==> src/rtl/ifetch_pkg.sv <==
// Shared constants and the instruction-queue entry layout for the fetch controller.
package ifetch_pkg;

  localparam int XLEN        = 32;
  localparam int DEPTH_DEF   = 4;
  localparam int MAX_OUT_DEF = 2;

  typedef struct packed {
    logic [XLEN-1:0] pc;
    logic [XLEN-1:0] inst;
  } ifq_entry_t;

endpackage

==> src/rtl/ifq_fifo.sv <==
// Synchronous FIFO with single-cycle flush; the caller tracks occupancy and never
// pushes when full or pops when empty.
module ifq_fifo #(
  parameter int WIDTH = 32,
  parameter int DEPTH = 4
) (
  input  logic             clk,
  input  logic             rst,
  input  logic             flush,
  input  logic             push,
  input  logic [WIDTH-1:0] din,
  input  logic             pop,
  output logic [WIDTH-1:0] dout
);

  localparam int AW = (DEPTH > 1) ? $clog2(DEPTH) : 1;
  localparam logic [AW-1:0] LAST = AW'(DEPTH - 1);

  logic [WIDTH-1:0] mem [DEPTH];
  logic [AW-1:0]    wr_ptr;
  logic [AW-1:0]    rd_ptr;

  // Explicit wrap so non-power-of-two depths still work.
  function automatic logic [AW-1:0] ptr_next(input logic [AW-1:0] p);
    return (p == LAST) ? '0 : p + AW'(1);
  endfunction

  always_ff @(posedge clk or negedge rst) begin
    if (!rst) begin
      wr_ptr <= '0;
      rd_ptr <= '0;
    end else if (flush) begin
      wr_ptr <= '0;
      rd_ptr <= '0;
    end else begin
      if (push) wr_ptr <= ptr_next(wr_ptr);
      if (pop)  rd_ptr <= ptr_next(rd_ptr);
    end
  end

  always_ff @(posedge clk) begin
    if (push && !flush) mem[wr_ptr] <= din;
  end

  assign dout = mem[rd_ptr];

endmodule

==> src/rtl/ifetch_ctrl.sv <==
// Instruction fetch controller: credit-limited imem requests, in-order response
// capture into a small queue, and branch flush with late-response discard.
module ifetch_ctrl
  import ifetch_pkg::*;
#(
  parameter int DEPTH   = DEPTH_DEF,
  parameter int MAX_OUT = MAX_OUT_DEF
) (
  input  logic            clk,
  input  logic            rst,
  input  logic [XLEN-1:0] pc_i,
  input  logic            br_ctrl,
  output logic            pc_stall,
  output logic            imem_req_valid,
  input  logic            imem_req_ready,
  output logic [XLEN-1:0] imem_req_addr,
  input  logic            imem_rsp_valid,
  input  logic [XLEN-1:0] imem_rsp_data,
  output logic            id_valid,
  input  logic            id_ready,
  output logic [XLEN-1:0] id_inst,
  output logic [XLEN-1:0] id_pc,
  output logic            protocol_err
);

  localparam int CW = $clog2(DEPTH + 1);
  localparam logic [CW-1:0] MAX_OUT_C = CW'(MAX_OUT);
  localparam logic [CW:0]   DEPTH_W   = (CW+1)'(DEPTH);

  logic [CW-1:0] out_cnt;
  logic [CW-1:0] occ;
  logic [CW-1:0] drop_cnt;

  logic [CW:0]     credit_sum;
  logic            req_fire;
  logic            rsp_drop;
  logic            rsp_keep;
  logic            rsp_bad;
  logic            br_rsp_dec;
  logic            q_push;
  logic            q_pop;
  logic [XLEN-1:0] pend_pc;
  ifq_entry_t      q_din;
  ifq_entry_t      q_dout;

  // Outstanding requests reserve queue slots, so the queue can never overflow.
  assign credit_sum     = {1'b0, out_cnt} + {1'b0, occ};
  assign imem_req_valid = rst & ~br_ctrl & (out_cnt < MAX_OUT_C) & (credit_sum < DEPTH_W);
  assign imem_req_addr  = pc_i;
  assign req_fire       = imem_req_valid & imem_req_ready;
  assign pc_stall       = ~req_fire;

  assign rsp_drop   = imem_rsp_valid & (drop_cnt != '0);
  assign rsp_keep   = imem_rsp_valid & (drop_cnt == '0) & (out_cnt != '0);
  assign rsp_bad    = imem_rsp_valid & (drop_cnt == '0) & (out_cnt == '0);
  assign br_rsp_dec = imem_rsp_valid & ((drop_cnt != '0) | (out_cnt != '0));

  assign id_valid = (occ != '0) & ~br_ctrl;
  assign q_push   = rsp_keep & ~br_ctrl;
  assign q_pop    = id_valid & id_ready;

  assign q_din.pc   = pend_pc;
  assign q_din.inst = imem_rsp_data;
  assign id_pc      = q_dout.pc;
  assign id_inst    = q_dout.inst;

  always_ff @(posedge clk or negedge rst) begin
    if (!rst) begin
      out_cnt      <= '0;
      occ          <= '0;
      drop_cnt     <= '0;
      protocol_err <= 1'b0;
    end else begin
      if (rsp_bad) protocol_err <= 1'b1;
      if (br_ctrl) begin
        // Every still-outstanding response becomes one to discard, minus the
        // one landing in this very cycle.
        out_cnt  <= '0;
        occ      <= '0;
        drop_cnt <= drop_cnt + out_cnt - CW'(br_rsp_dec);
      end else begin
        out_cnt  <= out_cnt + CW'(req_fire) - CW'(rsp_keep);
        occ      <= occ + CW'(q_push) - CW'(q_pop);
        drop_cnt <= drop_cnt - CW'(rsp_drop);
      end
    end
  end

  ifq_fifo #(.WIDTH(XLEN), .DEPTH(MAX_OUT)) u_pend (
    .clk  (clk),
    .rst  (rst),
    .flush(br_ctrl),
    .push (req_fire),
    .din  (pc_i),
    .pop  (q_push),
    .dout (pend_pc)
  );

  ifq_fifo #(.WIDTH($bits(ifq_entry_t)), .DEPTH(DEPTH)) u_queue (
    .clk  (clk),
    .rst  (rst),
    .flush(br_ctrl),
    .push (q_push),
    .din  (q_din),
    .pop  (q_pop),
    .dout (q_dout)
  );

endmodule

==> config.mk <==
export PLATFORM = sky130hd
export DESIGN_NAME = ifetch_ctrl
export DESIGN_NICKNAME = d
export VERILOG_FILES = /design/src/rtl/ifetch_pkg.sv /design/src/rtl/ifq_fifo.sv /design/src/rtl/ifetch_ctrl.sv
export SDC_FILE = /design/constraint.sdc
export NUM_CORES = 1
export LEC_CHECK = 0
export ABC_CLOCK_PERIOD_IN_PS = 5300
export CAP_MARGIN = 15
export CORE_ASPECT_RATIO = 1.75
export CORE_UTILIZATION = 59
export DETAILED_ROUTE_END_ITERATION = 7
export PLACE_DENSITY = 0.93
export SLEW_MARGIN = 25
export SYNTH_ARGS = -nofsm -noshare
export SYNTH_HDL_FRONTEND = slang
export SYNTH_SLANG_ARGS = --single-unit
==> constraint.sdc <==
create_clock -name clk -period 5.3 [get_ports clk]
set_clock_uncertainty 0.05 [all_clocks]
set_input_delay 1.325 -clock clk [delete_from_list [all_inputs] [get_ports clk]]
set_output_delay 1.325 -clock clk [all_outputs]
set_load 0.1 [all_outputs]
# Word level (Yosys, flattened, before mapping)
# Memory sizes are Yosys's and may differ from the RTL's.
# Cells that the tools add are included.
dict set report totals {
  reg_bits 16
  ram_bits 320
  input_bits 70
  out_inout_bits 100
  wordCells 71
  n_memories 2
}
dict set report classes {
  n_addsub 12
  magnitude_cmp 2
  n_eq_ne 2
  muxes 19
  bitwise 15
  n_reduce_logical 11
}
# memory words word_bits read_ports rd_ports_with_merged_regs write_ports line
set memory_table {}
lappend memory_table {u_queue.mem 4 64 1 0 1 ifq_fifo.sv:19} ;# logic [WIDTH-1:0] mem [DEPTH];
lappend memory_table {u_pend.mem 2 32 1 0 1 ifq_fifo.sv:19}
# cell n
set ops {}
lappend ops {{$and 1x1->1} 12}
lappend ops {{$mux 2} 6}
lappend ops {{$sub 3x1->3} 4}
lappend ops {{$mux 1} 10}
lappend ops {{$mux 3} 3}
lappend ops {{$reduce_bool 3->1} 3}
lappend ops {{$add 3x1->3} 2}
lappend ops {{$logic_not 3->1} 2}
lappend ops {{$reduce_bool 2->1} 3}
lappend ops {{$add 2x1->2 const B} 2}
lappend ops {{$add 3x3->4} 1}
lappend ops {{$eq 2x2->1 const B} 2}
lappend ops {{$lt 4x3->1 const B} 1}
lappend ops {{$add 3x3->3} 1}
lappend ops {{$lt 3x2->1 const B} 1}
lappend ops {{$add 1x1->1 const B} 2}
lappend ops {{$logic_and 1x1->1} 2}
lappend ops {{$not 1->1} 2}
lappend ops {{$logic_not 1->1} 1}
lappend ops {{$or 1x1->1} 1}

# Depth between registers and ports, before layout
# Gate-level depths: netlist (run 1).
dict set report depth {
  depth_word 8
  ltp_mapped 11
  ltp_nobuf 11
}

# By module
# Synthesis (run 1) repeated with hierarchy kept, for this count alone.
dict set report hier_totals {
  hier_cells 569
  area_unflattened_um2 13055.0
}
# mod instances cells_per_inst area_each_um2 seq_area_each_um2
set by_module_without_submodules {}
lappend by_module_without_submodules {{ifq_fifo at u_queue} 1 359 9537.9 7787.5}
lappend by_module_without_submodules {{ifq_fifo at u_pend} 1 108 2553.7 1971.9}
lappend by_module_without_submodules {ifetch_ctrl 1 102 963.4 250.2}

# Worst setup path after synthesis (run 1)
# OpenSTA, ideal clock, no wires.
dict set report synth_timing {
  path_kind {input-to-reg}
  start {input port br_ctrl}
  end {memory u_pend.mem[0][0] (enable)}
  setup_ns 0.421
  arrival_ns 4.514
  required_ns 4.829
  setup_slack_ns 0.315
  path_stages 3
  n_path_buf 0
  cell_sequence {nor4bb_1 nand4_1 nor2_1}
}
dict set report synth_between {
  elab_chain_len 8
  word_cells_on_any_way 9
  classes_between {2 x mux; 5 x bitwise; 2 x reduce/logical}
}
# element line
set synth_lines {}
lappend synth_lines {{from (decl)} ifetch_ctrl.sv:12} ;# input logic br_ctrl,
lappend synth_lines {{$not 1->1} ifetch_ctrl.sv:48} ;# assign imem_req_valid = rst & ~br_ctrl & (out_cnt < MAX_OUT_C) & (credit_sum < DEPTH_W);
lappend synth_lines {{$and 1x1->1 (3 in series)} ifetch_ctrl.sv:48}
lappend synth_lines {{$and 1x1->1} ifetch_ctrl.sv:50} ;# assign req_fire = imem_req_valid & imem_req_ready;
lappend synth_lines {{$logic_and 1x1->1 *} ifq_fifo.sv:42} ;# if (push && !flush) mem[wr_ptr] <= din;
lappend synth_lines {{$mux 1 *} ifq_fifo.sv:42}
lappend synth_lines {{$mux 1 (not written as such) *} ifq_fifo.sv:42}
lappend synth_lines {{to (decl)} ifq_fifo.sv:19}
# Mark *: on every way between the ends. The rest lies on a longest branch, timed or not.

# Worst setup path in the final report (run 1)
dict set report layout_timing {
  start {register u_queue.rd_ptr[0]}
  end {output port id_pc[13]}
}
dict set report layout_between {
  elab_chain_len 1
}
# element line
set layout_lines {}
lappend layout_lines {{from (decl)} ifq_fifo.sv:21} ;# logic [AW-1:0] rd_ptr;
lappend layout_lines {{from (signal assigned)} ifq_fifo.sv:37} ;# if (pop) rd_ptr <= ptr_next(rd_ptr);
lappend layout_lines {{$mem_v2 4x64} n/a}
lappend layout_lines {{to (decl)} ifetch_ctrl.sv:22} ;# output logic [XLEN-1:0] id_pc,
# No other way between the ends.

==> flow_metrics.py, run 1 <==
metrics = {
    "floorplan": {
        "num_io_pins": 170,
        "dieHeight_um": 198,
        "fp.dieArea_mm2": 0.0225,
        "standard_cell_rows": 71,
        "core_area_mm2": 0.0215,
        "die_x_um": 114,
        "start_util_pct": 60.0,
    },
    "timing": {
        "fin_crit_ns": 4.56,
        "hold_viol_final": 0,
        "finalSetupViolations": 0,
        "max_freq_mhz": 219,
        "setup_tns_ns": 0,
        "report.final.slew_viol_count": 0,
        "post-route-period-util_pct": 86.1,
        "grt_setup_unrepaired": "false",
        "slew-limit-headroom_pct": 28.3,
        "worstMarginPinSlew_ns": 1.07,
    },
    "synthesis": {
        "synth-seq-cells": 336,
        "synth-main-ff-cell": "edfxtp_1",
        "postSynthAreaPerCell_um2": 22.4,
        "syn_nets": 665,
        "syn_inst": 575,
        "synth.cell_area_mm2": 0.0129,
        "async_set_or_reset_flop_fraction_in_the_synthesized_netlist_pct": 4.76,
        "ys.warnings.count": 0,
        "synth_enable_flop_cells": 320,
        "yosys.cell_types.count": 36,
        "synth-seq-area-share_pct": 77.7,
    },
    "critical_path": {
        "crit_buf_inv": 2,
        "cp_max_stage_cell": "clkdlybuf4s50_1",
        "arrival_ns": 3.19,
        "critPathMaxStageDelay_ns": 0.99,
        "reg2reg_slack_ns": 2.31,
        "crit_type": "register to output port",
        "critical_path_peak_fanout": 26,
        "worst_r2r_endpoint": "drop_cnt[2]",
        "startpoint_of_the_worst_setup_timing_path": "u_queue.rd_ptr[0]",
        "r2r_start": "out_cnt[1]",
        "rr_worst_depth": 9,
        "critPathLaunchType": "register",
        "end_kind": "output port",
        "crit_required_ns": 3.92,
        "cp_cell_instances": "buf_12 -> mux4_2 -> clkdlybuf4s50_1",
        "largest_delay_share_family_worst_path": "buffers and inverters",
    },
    "clock_network": {
        "cts.path.max_buffers": 3,
        "clock_sinks": 336,
        "tritoncts": "done",
        "h-tree-depth": 1,
        "cts_resized": 0,
        "clkTransAtPathRegs_ns": 0.07,
        "cts_buffers": 28,
        "postCtsSetupRepairBufs": 0,
        "hold_buffers": 0,
        "cts.root.buffer_cell": "clkbuf_16",
        "clock_latency_ns": 0.53,
    },
    "pwr": {
        "vdd_ir_drop_max_uv": 351,
        "power_density_mw_per_mm2": 463,
        "total_leakage_power_nw": 5.12,
        "p_total_mw": 7.15,
    },
    "grt": {
        "grt_use_total_pct": 22.0,
        "first_global_vias": 6526,
        "grt-ovfl-total": 0,
        "antenna_found_initial": 0,
        "grt_use_met2_pct": 41.6,
        "grt_start_max_net_pins": 65,
        "first_pass_grt_wire_length_um": 36300,
        "use_met1_pct": 24.5,
        "top_usage_layer": "met2",
        "met3_usage_pct": 2.67,
    },
    "cells_and_area": {
        "layout.nets": 819,
        "post_route_cells_drive_above_1_share_pct": 28.2,
        "fin_util_pct": 71.9,
        "final-instance-count-excl-fill": 1040,
        "antenna_cells": 0,
        "areaGrowthSynthToFinish_pct": 20.0,
        "n_fill_cell": 1273,
        "final_design_area_no_fill_mm2": 0.0155,
    },
    "worst_hold_path": {
        "worstHoldPathType": "register to register",
        "timing.hold.worst_endpoint": "protocol_err",
        "timing.hold.worst_path_depth": 1,
        "holdCritStartpoint": "protocol_err",
    },
    "placement": {
        "numPlacedInstances": 989,
        "port_buffers": 169,
        "routabilityCongestion": 0.737,
        "placed_area_mm2": 0.0145,
        "dpl.hpwl_um": 14300,
    },
    "routing": {
        "final_antenna_net_count": 0,
        "drc": 0,
        "route.vias.total": 5929,
        "postRouteWirelength_um": 23800,
        "detailedRoute.firstPassIterationCount": 6,
        "initialDrtViolationCount": 366,
        "via_per_inst": 5.70,
        "routed_wire_length_per_instance_um": 22.9,
    },
    "outcome": {
        "status": "finished, final reports clean",
    },
    "job": {
        "drv_cap": 0,
    },
}
[placed cells by master (no fill, tap or decap), types with 2 or more instances in the layout]
cell type,count
edfxtp_1,320
clkdlybuf4s50_1,109
buf_4,64
nor2_1,8
inv_1,16
xnor2_1,2
bufinv_16,3
mux2i_1,4
mux2_2,34
clkbuf_16,29
nand3_1,3
nor3_1,6
mux4_2,64
buf_12,2
clkbuf_8,3
dfrtp_4,2
ha_1,17
dfrtp_1,14
nor2b_1,5
o21ai_0,2
a21oi_1,2
clkbuf_1,11
and2_4,4
or3_1,2
fa_1,3
[synthesized netlist by cell type (2+ instances only)]
| library cell | number | share of area, % |
|---|---|---|
| dfrtp_1 | 16 | 3.1 |
| edfxtp_1 | 320 | 75 |
| buf_2 | 7 | 0.27 |
| buf_4 | 33 | 1.9 |
| nor2b_1 | 5 | 0.24 |
| nor3_1 | 6 | 0.23 |
| a21oi_1 | 2 | 0.078 |
| xnor2_1 | 2 | 0.14 |
| or3_1 | 2 | 0.097 |
| clkbuf_8 | 3 | 0.32 |
| nand3_1 | 3 | 0.12 |
| mux2_2 | 34 | 3.0 |
| mux2i_1 | 4 | 0.31 |
| and2_2 | 4 | 0.23 |
| buf_1 | 4 | 0.12 |
| fa_1 | 3 | 0.47 |
| inv_1 | 16 | 0.47 |
| o21ai_0 | 2 | 0.078 |
| and3_1 | 2 | 0.097 |
| ha_1 | 17 | 1.7 |
| clkbuf_1 | 4 | 0.12 |
| nor2_1 | 9 | 0.26 |
| mux4_2 | 64 | 11 |
[power breakdown]
part	switching, mW	internal, mW	leakage (nW)
Sequential	0.0975	3.01	3.09
Clock	0.850	1.19	0.444
Combinational	1.40	0.607	1.59
[sequential cells by signal (all words and copies together), names as in the netlist]
register	count
u_queue.mem	256
u_pend.mem	64
drop_cnt	3
occ	3
out_cnt	3
u_queue.rd_ptr	2
u_queue.wr_ptr	2
protocol_err	1
u_pend.rd_ptr	1
u_pend.wr_ptr	1
[per-stage QoR]
stage                     hold WS [ns]  setup WS, ns
after floorplan                  0.412         0.315
after global placement           0.400          1.08
after detailed placement         0.419         0.960
after CTS                        0.438         0.553
after global routing             0.459         0.604
final                            0.435         0.737
[area by class of cell]
type / count / area [um2] / area share [%]
flip-flops and latches: 336 / 10000 / 64.8
multi-input cells: 171 / 2470 / 16.0
repair buffers: 176 / 1640 / 10.6
clock buffers: 43 / 808 / 5.23
well taps: 292 / 365 / 2.36
clock inverters: 6 / 105 / 0.680
inverters: 16 / 60.1 / 0.388
[worst max path at each step]
| stage | endpoint | slack, ns | depth (start not counted) |
|---|---|---|---|
| after floorplan | u_pend.mem[0][0] | 0.32 | 3 |
| after global placement | occ[2] | 1.08 | 12 |
| after detailed placement | occ[2] | 0.96 | 12 |
| after CTS | id_pc[13] | 0.55 | 2 |
| after global routing | id_pc[13] | 0.60 | 3 |
| final | id_pc[13] | 0.74 | 3 |
[layer usage]
layer	wire, um	up-vias
li1	-	2608
met1	8480	3095
met2	13700	176
met3	914	50
met4	756	0
met5	0	-
[cell families after synthesis]
family / count (synthesis) / synth area share [%]
AOI/OAI and AO/OA: 7 / 0.330
xor gates and xnor gates: 4 / 0.388
adders and majority gates: 20 / 2.12
buffers and inverters: 68 / 3.30
DFF: 336 / 77.7
muxes: 102 / 14.5
and+or+nand+nor: 38 / 1.74
Note: power is estimated with default switching activity, not from simulation.
==> run 2: changes to the inputs <==
--- a/config.mk
+++ b/config.mk
@@ -9,6 +9,7 @@
 export CAP_MARGIN = 15
 export CORE_ASPECT_RATIO = 1.75
 export CORE_UTILIZATION = 59
+export CTS_CLUSTER_DIAMETER = 50
 export DETAILED_ROUTE_END_ITERATION = 7
 export PLACE_DENSITY = 0.93
 export SLEW_MARGIN = 25
==> results of run 2 <==
Same layout as run 1: the final DEF is identical, and so are final timing and power.
